==> src/rtl/audio_i2s_transmitter_pkg.sv <==
// Shared constants, FSM encoding and slot bit mapping for the I2S transmitter.
// Frame = two DATA_BITS slots; left slot first, MSB one bclk after the lrclk edge.
package audio_i2s_transmitter_pkg;

  localparam int SAMPLE_BITS = 16;
  localparam int FRAME_BITS  = 2 * SAMPLE_BITS;

  typedef enum logic [1:0] {
    I2S_IDLE  = 2'd0,
    I2S_PRIME = 2'd1,
    I2S_RUN   = 2'd2
  } i2s_state_e;

  // Word bit index presented while bit_cnt == b; bit 0 carries the previous word's LSB.
  function automatic int slot_bit(input int b, input int data_bits);
    if (b == 0)
      return 0;
    else if (b <= data_bits)
      return data_bits - b;
    else
      return 2 * data_bits - b;
  endfunction

endpackage

==> src/rtl/audio_i2s_transmitter_sync_fifo.sv <==
// First-word-fall-through synchronous FIFO; dout is valid whenever empty is low.
// Zero-latency read, one-cycle write; push on full is ignored unless a pop frees the slot, pop on empty ignored.
module sync_fifo #(
  parameter int WIDTH     = 16,
  parameter int ADDR_BITS = 2
) (
  input  logic                 clk,
  input  logic                 rst,
  input  logic                 push,
  input  logic                 pop,
  input  logic [WIDTH-1:0]     din,
  output logic [WIDTH-1:0]     dout,
  output logic                 full,
  output logic                 empty,
  output logic [ADDR_BITS:0]   level
);

  localparam int DEPTH = 2 ** ADDR_BITS;

  logic [WIDTH-1:0]     mem [DEPTH];
  logic [ADDR_BITS-1:0] wr_ptr;
  logic [ADDR_BITS-1:0] rd_ptr;
  logic                 do_push;
  logic                 do_pop;

  assign do_pop  = pop & ~empty;
  assign do_push = push & (~full | do_pop);
  assign full    = (level == (ADDR_BITS + 1)'(DEPTH));
  assign empty   = (level == '0);
  assign dout    = mem[rd_ptr];

  always_ff @(posedge clk or negedge rst) begin
    if (!rst) begin
      wr_ptr <= '0;
      rd_ptr <= '0;
      level  <= '0;
    end else begin
      if (do_push) wr_ptr <= wr_ptr + 1'b1;
      if (do_pop)  rd_ptr <= rd_ptr + 1'b1;
      case ({do_push, do_pop})
        2'b10:   level <= level + 1'b1;
        2'b01:   level <= level - 1'b1;
        default: ;
      endcase
    end
  end

  always_ff @(posedge clk) begin
    if (do_push) mem[wr_ptr] <= din;
  end

endmodule

==> src/rtl/audio_i2s_transmitter.sv <==
// Buffers equalizer samples and serializes each as a mono Philips-I2S frame (same word in both slots).
// MSB leaves 1 bclk after the frame boundary that pops it; writes into a full FIFO are dropped and flagged.
module audio_i2s_transmitter
  import audio_i2s_transmitter_pkg::*;
#(
  parameter int DATA_BITS      = SAMPLE_BITS,
  parameter int BCLK_DIV       = 1,
  parameter int FIFO_ADDR_BITS = 2
) (
  input  logic                      clk,
  input  logic                      rst,
  input  logic                      enable,
  input  logic [DATA_BITS-1:0]      sample_in,
  input  logic                      sample_valid,
  input  logic                      clear_flags,
  output logic                      fifo_full,
  output logic [FIFO_ADDR_BITS:0]   fifo_level,
  output logic                      overflow,
  output logic                      underrun,
  output logic                      bclk,
  output logic                      lrclk,
  output logic                      sdata,
  output logic                      frame_start
);

  localparam int FRAME_LEN = 2 * DATA_BITS;
  localparam int CNT_W     = $clog2(FRAME_LEN);
  localparam int DIV_W     = (BCLK_DIV > 1) ? $clog2(BCLK_DIV) : 1;
  localparam int IDX_W     = $clog2(DATA_BITS);

  i2s_state_e           state_q, state_d;
  logic [DIV_W-1:0]     div_cnt;
  logic [CNT_W-1:0]     bit_cnt, bit_nxt;
  logic [IDX_W-1:0]     bit_idx;
  logic [DATA_BITS-1:0] word, fifo_dout;
  logic                 fifo_empty, stop_pend;
  logic                 div_wrap, fall_evt, boundary, push, pop;

  assign div_wrap = (div_cnt == DIV_W'(BCLK_DIV - 1));
  assign fall_evt = (state_q == I2S_RUN) && bclk && div_wrap;
  assign boundary = fall_evt && (bit_cnt == CNT_W'(FRAME_LEN - 1));
  assign pop      = boundary && enable;
  assign push     = sample_valid && (!fifo_full || pop);
  assign bit_nxt  = (bit_cnt == CNT_W'(FRAME_LEN - 1)) ? '0 : bit_cnt + 1'b1;
  assign bit_idx  = IDX_W'(slot_bit(int'(bit_nxt), DATA_BITS));

  sync_fifo #(
    .WIDTH     (DATA_BITS),
    .ADDR_BITS (FIFO_ADDR_BITS)
  ) u_fifo (
    .clk   (clk),
    .rst   (rst),
    .push  (push),
    .pop   (pop),
    .din   (sample_in),
    .dout  (fifo_dout),
    .full  (fifo_full),
    .empty (fifo_empty),
    .level (fifo_level)
  );

  always_ff @(posedge clk or negedge rst) begin
    if (!rst) state_q <= I2S_IDLE;
    else      state_q <= state_d;
  end

  // A disabled boundary still lets bit 0 (right LSB) be clocked out before stopping.
  always_comb begin
    state_d = state_q;
    unique case (state_q)
      I2S_IDLE:  if (enable) state_d = I2S_PRIME;
      I2S_PRIME: if (fifo_level != '0) state_d = I2S_RUN;
      I2S_RUN:   if (fall_evt && stop_pend) state_d = I2S_IDLE;
      default:   state_d = I2S_IDLE;
    endcase
  end

  always_ff @(posedge clk or negedge rst) begin
    if (!rst) begin
      div_cnt     <= '0;
      bit_cnt     <= '0;
      bclk        <= 1'b0;
      lrclk       <= 1'b0;
      sdata       <= 1'b0;
      frame_start <= 1'b0;
      word        <= '0;
      stop_pend   <= 1'b0;
    end else begin
      frame_start <= pop;
      if (state_q != I2S_RUN || state_d == I2S_IDLE) begin
        div_cnt   <= '0;
        bclk      <= 1'b0;
        stop_pend <= 1'b0;
        // Preloading the last bit makes the first fall event of a run a frame boundary.
        bit_cnt   <= (state_d == I2S_RUN) ? CNT_W'(FRAME_LEN - 1) : '0;
        if (state_q == I2S_RUN) begin
          lrclk <= 1'b0;
          sdata <= 1'b0;
        end
      end else begin
        div_cnt <= div_wrap ? '0 : div_cnt + 1'b1;
        if (div_wrap) bclk <= ~bclk;
        if (fall_evt) begin
          bit_cnt <= bit_nxt;
          lrclk   <= (bit_nxt >= CNT_W'(DATA_BITS));
          sdata   <= word[bit_idx];
        end
        if (boundary) stop_pend <= ~enable;
        if (pop)      word      <= fifo_empty ? '0 : fifo_dout;
      end
    end
  end

  always_ff @(posedge clk or negedge rst) begin
    if (!rst) begin
      overflow <= 1'b0;
      underrun <= 1'b0;
    end else begin
      if (sample_valid && !push) overflow <= 1'b1;
      else if (clear_flags)      overflow <= 1'b0;
      if (pop && fifo_empty)     underrun <= 1'b1;
      else if (clear_flags)      underrun <= 1'b0;
    end
  end

endmodule

==> config.mk <==
export PLATFORM = sky130hd
export DESIGN_NAME = audio_i2s_transmitter
export DESIGN_NICKNAME = d
export VERILOG_FILES = /design/src/rtl/audio_i2s_transmitter_pkg.sv /design/src/rtl/audio_i2s_transmitter_sync_fifo.sv /design/src/rtl/audio_i2s_transmitter.sv
export SDC_FILE = /design/constraint.sdc
export NUM_CORES = 1
export LEC_CHECK = 0
export BUFFER_PORTS_ARGS = -buffer_cell sky130_fd_sc_hd__clkbuf_2
export CAP_MARGIN = 20
export CORE_MARGIN = 5
export CORE_UTILIZATION = 60
export CTS_CLUSTER_SIZE = 20
export DETAILED_ROUTE_END_ITERATION = 8
export GPL_TIMING_DRIVEN = 1
export PLACE_DENSITY = 0.82
export SKIP_CTS_REPAIR_TIMING = 1
export SLEW_MARGIN = 40
export SYNTH_ARGS = -nofsm -noshare
export SYNTH_HDL_FRONTEND = slang
export SYNTH_HIERARCHICAL = 1
export SYNTH_SLANG_ARGS = --single-unit
==> constraint.sdc <==
create_clock -name clk -period 3.15 [get_ports clk]
set_clock_uncertainty 0.05 [all_clocks]
set_input_delay 0 -clock clk [delete_from_list [all_inputs] [get_ports clk]]
set_output_delay 0 -clock clk [all_outputs]
set_load 0.03 [all_outputs]
# Word-level counts from Yosys, hierarchy flattened

Memories as Yosys holds them, arrays and structs flattened.
Cells that the tools add are included.
Widths: inputs -> output; s select.

Bitwise logic cells: 9
Magnitude comparators: 3
Divide/modulo/power cells: 0
Equality and inequality tests: 10
Add/subtract/negate cells: 8
Muxes and demuxes: 30
Shift-type cells: 0
Multipliers: 0
Reduce and logical (&&, ||, !) cells: 24

Operators by type and width:

| kind                | number |
|---|---|
| $mux 5              | 4 |
| $mux 1              | 17 |
| $mux 16             | 1 |
| $reduce_bool 2->1   | 5 |
| $logic_and 1x1->1   | 8 |
| $mux 4              | 2 |
| $sub 1x4->4 const A | 2 |
| $eq 2x2->1 const B  | 3 |
| $mux 2              | 3 |
| $not 1->1           | 6 |
| $pmux 2 s3          | 1 |
| $pmux 3 s2          | 1 |
| $add 5x1->5 const B | 1 |
| $eq 5x5->1 const B  | 1 |
| $ge 5x5->1 const B  | 1 |
| $le 5x5->1 const B  | 1 |
| $logic_not 5->1     | 1 |
| $lt 4x5->1 const B  | 1 |
| $add 2x1->2 const B | 2 |
| $bmux 1 s4          | 1 |
| $eq 2x1->1 const B  | 2 |
| $logic_not 2->1     | 2 |
| $ne 2x2->1 const B  | 2 |
| $reduce_and 2->1    | 2 |
| 11 further kinds    | 14 |

Word-level logic and storage cells: 99
Bits of input ports: 21
Register bits after elaboration: 38
Latch bits: 0
Memories kept: 1
Memory bits (read-only): 0
RAM bits: 64

Memory list:

| name       | words | width | rd ports | clocked after memory_dff | wr ports | line                                  | text |
|---|---|---|---|---|---|---|---|
| u_fifo.mem | 4     | 16    | 1        | 0                        | 1        | audio_i2s_transmitter_sync_fifo.sv:20 | `logic [WIDTH-1:0] mem [DEPTH];` |

# Logic depth before layout (Yosys ltp)

Depth after elaboration: 10
Depth in mapped cells: 14
Depth with buffers taken out: 14

# Hierarchy

Netlist, hierarchy kept.

Modules (own cells, without submodules):

| module                | area an instance (sq um) | cells an instance | instances |
|---|---|---|---|
| sync_fifo             | 2741.4                   | 122               | 1 |
| audio_i2s_transmitter | 1605.3                   | 173               | 1 |

# Worst setup path after synthesis

OpenSTA, ideal clock, no wires.

Path type: reg-to-reg
Start point: reg bit_cnt[1]
End point: reg u_fifo.level[2]
Setup slack: 0.371 ns
Arrival time: 2.590 ns
Cell stages (with the launch flop): 15
Period minus slack after synthesis: 2.779 ns
Buffers on the path: 0
Library setup time: 0.138 ns
Cells stage by stage: dfrtp_1 ha_1 and3_1 ha_1 nand3_1 or2_2 a21boi_0 o21a_4 inv_1 ha_1 inv_1 fa_1 xor2_1 nor2_1 xor2_1

Word-level cells in the longest chain between the ends: 8
Elaborated cells between the ends (all ways): 12

Ends and longest elaborated chain:

| item                                            | line                                  | text |
|---|---|---|
| start, declared                                 | audio_i2s_transmitter.sv:33           | `logic [CNT_W-1:0] bit_cnt, bit_nxt;` |
| start signal, assigned                          | audio_i2s_transmitter.sv:95           | `bit_cnt <= (state_d == I2S_RUN) ? CNT_W'(FRAME_LEN - 1) : '0;` |
| start signal, assigned                          | audio_i2s_transmitter.sv:104          | `bit_cnt <= bit_nxt;` |
| $eq 5x5->1 (*)                                  | audio_i2s_transmitter.sv:41           | `assign boundary = fall_evt && (bit_cnt == CNT_W'(FRAME_LEN - 1));` |
| $logic_and 1x1->1 (*)                           | audio_i2s_transmitter.sv:41           |  |
| $logic_and 1x1->1 (*)                           | audio_i2s_transmitter.sv:42           | `assign pop = boundary && enable;` |
| $logic_or 1x1->1 (*)                            | audio_i2s_transmitter.sv:43           | `assign push = sample_valid && (!fifo_full \|\| pop);` |
| $logic_and 1x1->1 (*)                           | audio_i2s_transmitter.sv:43           |  |
| net push                                        | audio_i2s_transmitter.sv:37           | `logic div_wrap, fall_evt, boundary, push, pop;` |
| $and 1x1->1 (*)                                 | audio_i2s_transmitter_sync_fifo.sv:27 | `assign do_push = push & (~full \| do_pop);` |
| $eq 2x1->1 or $eq 2x2->1 (tied branches)        | audio_i2s_transmitter_sync_fifo.sv:40 | `case ({do_push, do_pop})` |
| $pmux 3 s2 or $reduce_bool 2->1 (tied branches) | -                                     |  |
| end signal, assigned                            | audio_i2s_transmitter_sync_fifo.sv:41 | `2'b10: level <= level + 1'b1;` |
| end signal, assigned                            | audio_i2s_transmitter_sync_fifo.sv:42 | `2'b01: level <= level - 1'b1;` |
| end, declared                                   | audio_i2s_transmitter_sync_fifo.sv:15 | `output logic [ADDR_BITS:0] level` |

Mark *: on every way through the listed nets, which the timed path passes. The rest lies on a longest branch.
A chain may end at the register's enable or synchronous reset.

# Worst setup path in the final report

Start point: reg bit_cnt[0]
End point: reg u_fifo.level[2]

Word-level cells in the longest chain between the ends: 8
Elaborated cells between the ends (all ways): 12

Ends and longest elaborated chain:

| item                                            | line                                  | text |
|---|---|---|
| $eq 5x5->1 (*)                                  | audio_i2s_transmitter.sv:41           |  |
| $logic_and 1x1->1 (*)                           | audio_i2s_transmitter.sv:41           |  |
| $logic_and 1x1->1 (*)                           | audio_i2s_transmitter.sv:42           |  |
| net pop                                         | audio_i2s_transmitter.sv:37           |  |
| $and 1x1->1 (*)                                 | audio_i2s_transmitter_sync_fifo.sv:26 | `assign do_pop = pop & ~empty;` |
| net u_fifo.do_pop                               | audio_i2s_transmitter_sync_fifo.sv:24 | `logic do_pop;` |
| $or 1x1->1                                      | audio_i2s_transmitter_sync_fifo.sv:27 |  |
| $and 1x1->1                                     | audio_i2s_transmitter_sync_fifo.sv:27 |  |
| $eq 2x1->1 or $eq 2x2->1 (tied branches)        | audio_i2s_transmitter_sync_fifo.sv:40 |  |
| $pmux 3 s2 or $reduce_bool 2->1 (tied branches) | -                                     |  |

Marks and branches as above.

==> flow_summary.yaml <==
run_status:
  status: "complete, no violations"
synth:
  synth_top_family_by_area: "multiplexers"
  yosysSeqAreaShare: 0.6552
  synthesis.nets: 325
  ys_ff_latch: 101
  yosys_warnings: 6
  avgSynthCellArea_um2: 14.73
  synth-xor-area-share: 0.01209
  yosysTopAreaCellShare: 0.4421
  synth_area_leaders: "edfxtp_1 44%, dfrtp_1 21%, mux4_2 9.3%, mux2i_1 2.8%, nand2b_1 2.6%"
  yosys-mux-area-fraction: 0.1244
  synth_edf_count: 64
  ys_types: 46
  syn_area_um2: 4347
  synth_flop_cell: "edfxtp_1"
  synth_compound_area_frac: 0.06131
  synth_cells: 295
  yosysTopAreaCell: "edfxtp_1"
  synthSimpleGateAreaFrac: 0.09355
  async_flop_share: 0.3663
  synth_adder_area_share: 0.02763
clock_network:
  tritoncts: "yes"
  clk_path_buf_depth: 2
  clock-sinks: 101
  cts_htree_levels: 3
  cts-root-buf: "clkbuf_8"
  clk_latency_ps: 360
  cts.clk_slew.worst_paths_ps: 90
  cts_buffers: 9
timing:
  period_share: 0.9161
  grt_setup_unrepaired: "false"
  drv_slew: 0
  tightest_slew_ps: 548.8
  slew_headroom: 0.6342
  hold_viol_final: 0
  setup_viol: 0
  layout_min_cycle_time_ps: 2886
  fmax_mhz: 346.5
  finalSetupTns_ps: 0
  timing.hold.ws_ps: 113.3
route:
  wl_per_cell_um: 16.74
  route.detailed.drc: 0
  antenna_left: 0
  drt_iter0_markers: 156
  drt-vias-per-instance: 5.519
  vias: 2489
  firstDrtPassIters: 4
  routed_wl_mm: 7.550
floorplanning:
  rows: 31
  die_w_um: 95.12
  core_area_um2: 7137
  die_area_um2: 9047
  pin_count: 31
  fp.dieH_um: 95.12
  initial_core_util: 0.6090
final_layout:
  final_util: 0.7013
  final_common_cell: "edfxtp_1"
  final_cell_mix: "64 x edfxtp_1, 35 x dfrtp_1, 29 x clkbuf_2"
  nNetsFinal: 378
  stdcell_count: 451
  num_antenna_cells: 0
  fillers: 481
  drive_above_1_share: 0.2330
  syn_to_final_growth_pct: 15.14
worst_setup_path:
  worstPathArrival_ps: 3120
  cp.required_ps: 3380
  cp_max_fo: 9
  reg2reg_slack_ps: 260
  rr_worst_depth: 13
  r2r_end: "u_fifo/level[2]"
  reg2reg_from: "bit_cnt[0]"
  endpoint_kind: "register"
  start_kind: "register"
  path_class: "register to register"
placed_design:
  dp.cells: 416
  globalplace.congestion: 0.8703
  place_hpwl_mm: 4.790
  portBuffers: 30
power_and_ir_drop:
  irDropWorstVdd_v: 0.0003977
  p_total_mw: 3.668
  powerDensity_nw_per_um2: 732.9
  leakage_nw: 1.965
flow_run:
  drv_cap: 0
global_route:
  grtUsageTotal: 0.1829
  grt_max_degree: 38
  first_global_vias: 2479
  antenna_found_initial: 0
  grt-ovfl-total: 0
  grt_pass1_wl_mm: 12.22
hold_path:
  hold_path.class: "input port to asynchronous set/reset pin"
[flip-flops by register name, indices dropped and copies added (netlist names), 2 cells and up]
signal,count
u_fifo/rd_ptr,2
word,16
bit_cnt,5
u_fifo/wr_ptr,2
state_q,2
u_fifo/mem,64
u_fifo/level,3
[metrics by stage]
step | setup WS [ps] | instance area (um^2)
after floorplan | 371.1 | 4347
after CTS | 135.9 | 4796
after global placement | 291.5 | 4592
final | 264.2 | 5005
after detailed placement | 157.9 | 4594
after global routing | 16.66 | 5005
[logic make-up after synthesis]
family,after synthesis
flops,101
compound gates,43
mux,31
xor+xnor,6
fa+ha+maj,9
simple gates,79
buf+inv,26
[synth_stat cells (all sizes together) (2+ instances only)]
master / count
o21ai: 22
nand2: 28
clkbuf: 7
mux2i: 12
inv: 15
nand2b: 18
nand3: 4
xnor2: 3
xor2: 3
buf: 4
o31a: 2
nor2b: 2
ha: 8
nor2: 9
nor3: 7
a21oi: 8
o21a: 2
or3b: 2
and2: 5
mux4: 18
edfxtp: 64
dfrtp: 37
[worst max path at each step]
stage	startpoint	to	slack, ps	depth (start not counted)
3_5_place_dp	bit_cnt[0]	u_fifo/level[2]	160	14
2_1_floorplan	bit_cnt[1]	u_fifo/level[2]	370	14
5_1_grt	bit_cnt[0]	u_fifo/level[2]	20	13
6_report	bit_cnt[0]	u_fifo/level[2]	260	13
4_1_cts	bit_cnt[0]	u_fifo/level[2]	140	14
3_3_place_gp	bit_cnt[0]	u_fifo/level[2]	290	14
[metal layers]
layer,global-route usage,up-vias,share of wire
li1,-,1182,-
met1,0.2372,1245,0.43
met2,0.3032,51,0.51
met3,0.05209,11,0.047
met4,0.05048,0,0.012
met5,0,-,0
[layout make-up]
class | instances | area, um^2 | share of cell area
flip-flops and latches | 101 | 2850 | 0.5695
multi-input cells | 168 | 1398 | 0.2792
repair buffers | 53 | 375.4 | 0.07500
clock buffers | 9 | 123.9 | 0.02475
well taps | 99 | 123.9 | 0.02475
clock inverters | 6 | 77.57 | 0.01550
inverters | 15 | 56.30 | 0.01125
[where the power goes]
group,switching (mW),leakage (nW),internal [mW]
logic,0.585,0.788,0.396
registers,0.162,1.08,1.69
clock network,0.453,0.100,0.380
[critical path, cell delays in order, from the launching register on]
cell and delay, ps:
dfrtp_2 450, ha_1 180, and3_1 170, ha_1 230, nand3_1 90, or2_2 320, inv_2 100, o31a_2 180
ha_1 180, inv_1 60, fa_1 370, xor2_1 150, nor2_1 110, xor2_1 170
No activity file was read; power rests on OpenSTA's default activity.
